### src/rtl/fetch_stage.sv
// Instruction fetch stage with its IF/ID pipeline register.
// Holds the PC, selects the next PC and hands fetched instructions or bubbles to decode.
module fetch_stage #(
    parameter logic [31:0] RESET_PC = 32'h0000_0000
) (
    input  logic        clk,
    input  logic        reset,
    input  logic        StallF,
    input  logic        StallD,
    input  logic        FlushD,
    input  logic        BranchTakenE,
    input  logic [31:0] ALUResultE,
    input  logic        PCSrcW,
    input  logic [31:0] ResultW,
    input  logic [31:0] InstrF,
    input  logic        ImemReadyF,
    output logic [31:0] PCF,
    output logic [31:0] InstrD,
    output logic [31:0] PCPlus8D,
    output logic        ValidD
);

    logic        redirect;
    logic [31:0] target_raw;
    logic [31:0] target;
    logic        fetch_ok;

    always_comb begin
        redirect   = BranchTakenE | PCSrcW;
        // The EX branch is younger in program order, so it wins over a WB write to R15.
        target_raw = BranchTakenE ? ALUResultE : ResultW;
        target     = {target_raw[31:2], 2'b00};
        fetch_ok   = ~redirect & ~StallF & ImemReadyF;
    end

    always_ff @(posedge clk) begin
        if (reset) begin
            PCF <= RESET_PC;
        end else if (redirect) begin
            PCF <= target;
        end else if (!StallF && ImemReadyF) begin
            PCF <= PCF + 32'd4;
        end
    end

    always_ff @(posedge clk) begin
        if (reset || FlushD) begin
            InstrD   <= '0;
            PCPlus8D <= '0;
            ValidD   <= 1'b0;
        end else if (!StallD) begin
            if (fetch_ok) begin
                InstrD   <= InstrF;
                PCPlus8D <= PCF + 32'd8;
                ValidD   <= 1'b1;
            end else begin
                InstrD   <= '0;
                PCPlus8D <= '0;
                ValidD   <= 1'b0;
            end
        end
    end

endmodule

### config.mk
export PLATFORM = sky130hd
export DESIGN_NAME = fetch_stage
export DESIGN_NICKNAME = d
export VERILOG_FILES = /design/src/rtl/fetch_stage.sv
export SDC_FILE = /design/constraint.sdc
export NUM_CORES = 1
export LEC_CHECK = 0
export CORE_MARGIN = 2
export CORE_UTILIZATION = 47
export CTS_BUF_LIST = sky130_fd_sc_hd__clkbuf_8 sky130_fd_sc_hd__clkbuf_16
export DETAILED_ROUTE_END_ITERATION = 7
export PLACE_DENSITY = 0.87
export SYNTH_ARGS = -nofsm -noshare
export SYNTH_HDL_FRONTEND = slang
export SYNTH_SLANG_ARGS = --single-unit
### constraint.sdc
create_clock -name clk -period 5.7 [get_ports clk]
set_clock_uncertainty 0.1 [all_clocks]
set_input_delay 1.14 -clock clk [delete_from_list [all_inputs] [get_ports clk]]
set_output_delay 1.14 -clock clk [all_outputs]
set_load 0.03 [all_outputs]
==> metrics <==
hold path startpoint=PCPlus8D[20]; Setup WS pre-CTS=2.170 ns; final critical-path setup slack=2.458 ns; minimum period implied by the final worst setup slack=3.242 ns; layout net count=836; global-route wire length before repair=24.48 mm; clock root buffer=sky130_fd_sc_hd__clkbuf_8; peak supply drop=0.0001105 V; total routed wirelength=15.65 mm; Total Neg Setup Slack=0 ns; R2R setup slack=3.05 ns; overall die height=105.0 um; hold path endpoint=PCPlus8D[20]; maximum capacitance violations=0; highest net fanout along the worst path=19; start-to-end type of the worst setup path=input pin to flop; DRC violation count after routing=0; Routability Congestion=0.9122; timing-limited maximum frequency=308.5 MHz; Routed Antenna Nets=0; I/O Buffers=192; leading post-synthesis cells by cell area=sky130_fd_sc_hd__dfxtp_1 39%, sky130_fd_sc_hd__a22oi_1 7.8%, sky130_fd_sc_hd__xor2_1 5.8%, sky130_fd_sc_hd__nor2_1 4.7%, sky130_fd_sc_hd__nand2_1 4.2%; number of top-level pins=201; postcts setup bufs=0; library cell with the highest instance count after synthesis=sky130_fd_sc_hd__dfxtp_1; reg2reg path depth=6; Leakage Power=2.428 nW; Final HPWL DP=11.15 mm; Hold WC Path Type=flop to flop; Reg-to-Reg Start=PCF[2]; number of buffers created by CTS=9; fraction of layout cells with a size suffix above 1=5.578%; headroom to the max-slew limit=35.20%; Post-synth top cells=93 x sky130_fd_sc_hd__dfxtp_1, 60 x sky130_fd_sc_hd__nor2_1, 54 x sky130_fd_sc_hd__nand2_1; number of endpoints failing setup at the final stage=0; CTS H-tree depth=3; post-synthesis async set-or-reset flop share=0%; first-pass iteration count of the detailed router=6; Yosys top cell by area=sky130_fd_sc_hd__dfxtp_1; Max Buffers Root-to-Sink=2; area added between synthesis and finish=42.74%; total count of max-transition violations in the final report=0; GRT Overall Usage=27.28%; insertion delay of the later-clocked pin in the worst-skew pair=0.35 ns; WHS Path Cells=2; Yosys reg bits=93; required time of the critical path=5.86 ns; antenna violations before repair=0; pin count of the biggest net entering global routing=53; total core area=0.009864 mm^2; clock tree from TritonCTS=done; post-synth top area share=38.80%; number of gates resized after cts=0; per-cell via count in the routed design=5.871; iteration-0 DRC count of the detailed router=422; Reg clk slew, reported paths=0.10 ns; Initial Utilization=48.64%; Die Width=105.0 um; Setup crit start kind=input pin; total non-filler cell area in the finished layout=0.006849 mm^2; transition time of the tightest slew-check pin=0.9719 ns; final count of hold timing violations=0; Row Count=36; CTS sink cnt=93; main flop type after synthesis=sky130_fd_sc_hd__dfxtp_1; vias in the first global route=4848; data arrival time of the worst path=3.40 ns; number of antenna cells inserted=0; synthesis warning total=0; Routed WL per cell=18.03 um; unrepaired setup endpoints after global routing=no; final clock period utilization by the worst path=56.88%; total cell area at the placement stage=0.006650 mm^2; capturing element type of the critical path=flop; die area=0.01103 mm^2; ratio of total power to cell area=204.3 mW/mm^2; total number of vias=5096; run status=completed; count of different cell masters after synthesis=54; worst flop-to-flop path endpoint=PCF[16]; Post-Syn Area=0.004798 mm^2; leftover overflow at the end of global routing=0; Avg Cell Area, Syn=8.418 um^2; gate count after technology mapping=570; portion of the post-synthesis area used by sequential elements=38.80%; # hold bufs at CTS=0; utilization of the core after routing=69.43%; number of synthesized flops with an enable pin=0
through the flow:
| step | hold WS, ns | std cells | total power, mW |
|---|---|---|---|
| 6_report | 0.3619 | 868 | 1.399 |
| 5_1_grt | 0.3895 | 868 | 1.448 |
| 4_1_cts | 0.3639 | 868 | 1.397 |
| 3_5_place_dp | 0.3466 | 852 | 0.9566 |
| 3_3_place_gp | 0.3379 | 852 | 0.9503 |
| 2_1_floorplan | 0.4682 | 573 | 0.8367 |
how the worst max path moves through the flow:
stage	from	to	slack [ns]	cells past startpoint
CTS	ImemReadyF	PCPlus8D[18]	2.54	5
floorplan	BranchTakenE	PCPlus8D[22]	3.23	7
global route	ImemReadyF	PCPlus8D[29]	2.34	5
detailed placement	ImemReadyF	PCPlus8D[18]	2.17	5
finish	ImemReadyF	PCPlus8D[18]	2.46	5
global placement	ImemReadyF	PCPlus8D[25]	2.24	5
registers in the layout, summed over array words and instances, names as in the netlist:
name and flops:
PCF 30, InstrD 32, ValidD 1, PCPlus8D 30
worst max-delay path, stage by stage:
cell                              delay (ns)
sky130_fd_sc_hd__clkdlybuf4s50_1        0.51
sky130_fd_sc_hd__and2b_1                0.50
sky130_fd_sc_hd__nand2_1                0.27
sky130_fd_sc_hd__or3_1                  0.68
sky130_fd_sc_hd__o21ai_0                0.30
layout by cell type, fill, tap and decap left out, drive strengths merged, types with 2 or more instances in the layout:
master / Yosys / routed
clkinv: 0 / 2
xor2: 32 / 32
nor2: 62 / 62
and4: 2 / 2
nor3: 16 / 16
a211oi: 7 / 7
nand3b: 10 / 10
a21oi: 37 / 37
clkbuf: 28 / 9
dfxtp: 93 / 93
and2: 4 / 4
a222oi: 5 / 5
mux2i: 5 / 5
nor4: 8 / 8
xnor2: 13 / 13
nand2: 55 / 55
inv: 10 / 13
buf: 24 / 8
and4b: 2 / 2
clkdlybuf4s50: 0 / 190
or3: 2 / 2
nand4: 23 / 23
o22ai: 12 / 12
ha: 2 / 2
o21ai: 29 / 29
and2b: 3 / 3
a41oi: 2 / 2
conb: 1 / 4
a22oi: 50 / 50
a221o: 3 / 3
or2: 2 / 2
nand3: 17 / 17
and3: 4 / 4
area by class of cell:
class	count	area (um^2)
Inverter	10	37.54
Sequential cell	93	1862
Timing Repair Buffer	198	1957
Clock inverter	7	75.07
Tap cell	133	166.4
Fill cell	763	3015
Clock buffer	9	123.9
Multi-Input combinational cell	418	2628
power by group:
group / internal (mW) / total, mW / switching, mW
Combinational: 0.124 / 0.246 / 0.121
Sequential: 0.665 / 0.701 / 0.0365
Clock: 0.206 / 0.452 / 0.246
per-layer routing:
| layer | track usage [%] | share of wire, % | vias to the layer above |
|---|---|---|---|
| li1 | - | - | 2374 |
| met1 | 34.04 | 39 | 2370 |
| met2 | 46.89 | 49 | 314 |
| met3 | 4.554 | 9.3 | 38 |
| met4 | 10.48 | 2.3 | 0 |
| met5 | 0 | 0 | - |
kinds of logic after synthesis:
family                     after synthesis  share of synthesized area (%)
buffers and inverters                   62                          6.728
muxes                                    5                          1.043
AOI/OAI and AO/OA                      149                          20.08
and+or+nand+nor                        213                          24.54
other                                    1                        0.07815
xor gates and xnor gates                45                          8.214
adders and majority gates                2                         0.5214
DFF                                     93                          38.80
(Power assumes the default switching activity.)
==> patch (same flow settings) <==
Reset style: asynchronous (`reset`), changed in one clocked block.
--- a/src/rtl/fetch_stage.sv
+++ b/src/rtl/fetch_stage.sv
@@ -34,5 +34,5 @@
     end
 
-    always_ff @(posedge clk) begin
+    always_ff @(posedge clk or posedge reset) begin
         if (reset) begin
             PCF <= RESET_PC;
Check against the original RTL: differs if reset is asserted again (counterexample within 4 cycles, from zero or initial values and one cycle with reset high); with reset held inactive, the same outputs for 10 cycles.
==> patch against the original RTL <==
Synthesized area grew 2.2%. Total power increased by 11%. Synthesized cell count up 6.1%. Sequential cell count stayed put. Sequential share of layout area rose by 1.4 points. Non-clock buffer count rose by 1. Setup slack worse by 0.34 ns. First-iteration DRC count up 22%. Final area increased by 2.8%. Routed wire length grew 3.9%. Die area increased by 2.2%. Critical endpoint is now PCPlus8D[28]. Largest cell class unchanged.
==> patch: results <==
[routing]
via_count = 5236
routed_wl_microns = 16250
drt_iter0_drc = 514
wl_per_cell_microns = 17.93

[power_and_ir_drop]
max-vdd-ir-drop_mv = 0.1894
p_total_uw = 1548
p_switching_uw = 478.6
seqPwrFrac = 0.478
p_leak_uw = 0.002551

[worst_setup_path]
crit_fanout = 42
r2r_start = PCF[2]
endpoint = PCPlus8D[28]
cp_slowest_cell = nand2b_1
r2r_setup_slack_ns = 3.01
worstPathArrival_ns = 3.76
critPathLaunch = PCSrcW
slowest_delay_ns = 0.51

[synthesis]
yosysSeqAreaShare = 0.4101
async_reset_ff_frac = 0.3226
synth_top_cells_by_count = 82 x nand2_1, 77 x nor2_1, 63 x dfxtp_1
synthTopCellsByArea = dfxtp_1 26%, dfrtp_1 15%, nand2_1 6.3%, a22oi_1 6.1%, nor2_1 5.9%
synth_cell_type_count = 62
syn_area_per_cell_sq_um = 8.109

[timing]
fin_hold_ws_ns = 0.3568
slew_headroom = 0.3030

[place]
dpl_cell_area_sq_um = 6824
dp_hpwl_microns = 11860
gp_congestion = 0.9138

[floorplanning]
dieArea_sq_um = 11270

[finish]
nNetsFinal = 871
drive_above_1_share = 0.05974

[global_route]
grt_max_degree = 65
grt.total_usage = 0.2861

[status]
status = finished clean

[worst_hold_path]
holdPathEnd = PCPlus8D[16]
hold_path_startpoint = PCPlus8D[16]
==> patch: layer usage <==
metal | track usage | up-vias | routed length [microns]
li1 | - | 2455 | -
met1 | 0.3688 | 2491 | 6671
met2 | 0.4734 | 248 | 7847
met3 | 0.05334 | 42 | 1269
met4 | 0.1147 | 0 | 460
met5 | 0 | - | 0
==> patch: cell families (layout without fill, tap and decap cells) <==
logic type                 Yosys count  in the layout  synth area share
other                                1              4         0.0007644
buffers and inverters               64            226           0.05713
and+or+nand+nor                    245            245            0.2471
xor gates and xnor gates            31             31           0.05534
DFF                                 93             93            0.4101
adders and majority gates            2              2          0.005100
AOI/OAI and AO/OA                  169            169            0.2244
==> patch: layout make-up <==
| cell class | instances | area (sq um) |
|---|---|---|
| Clock buffer | 10 | 148.9 |
| Clock inverter | 6 | 67.56 |
| Fill cell | 828 | 3191 |
| Inverter | 11 | 41.29 |
| Multi-Input combinational cell | 451 | 2631 |
| Sequential cell | 93 | 2012 |
| Tap cell | 136 | 170.2 |
| Timing Repair Buffer | 199 | 1969 |
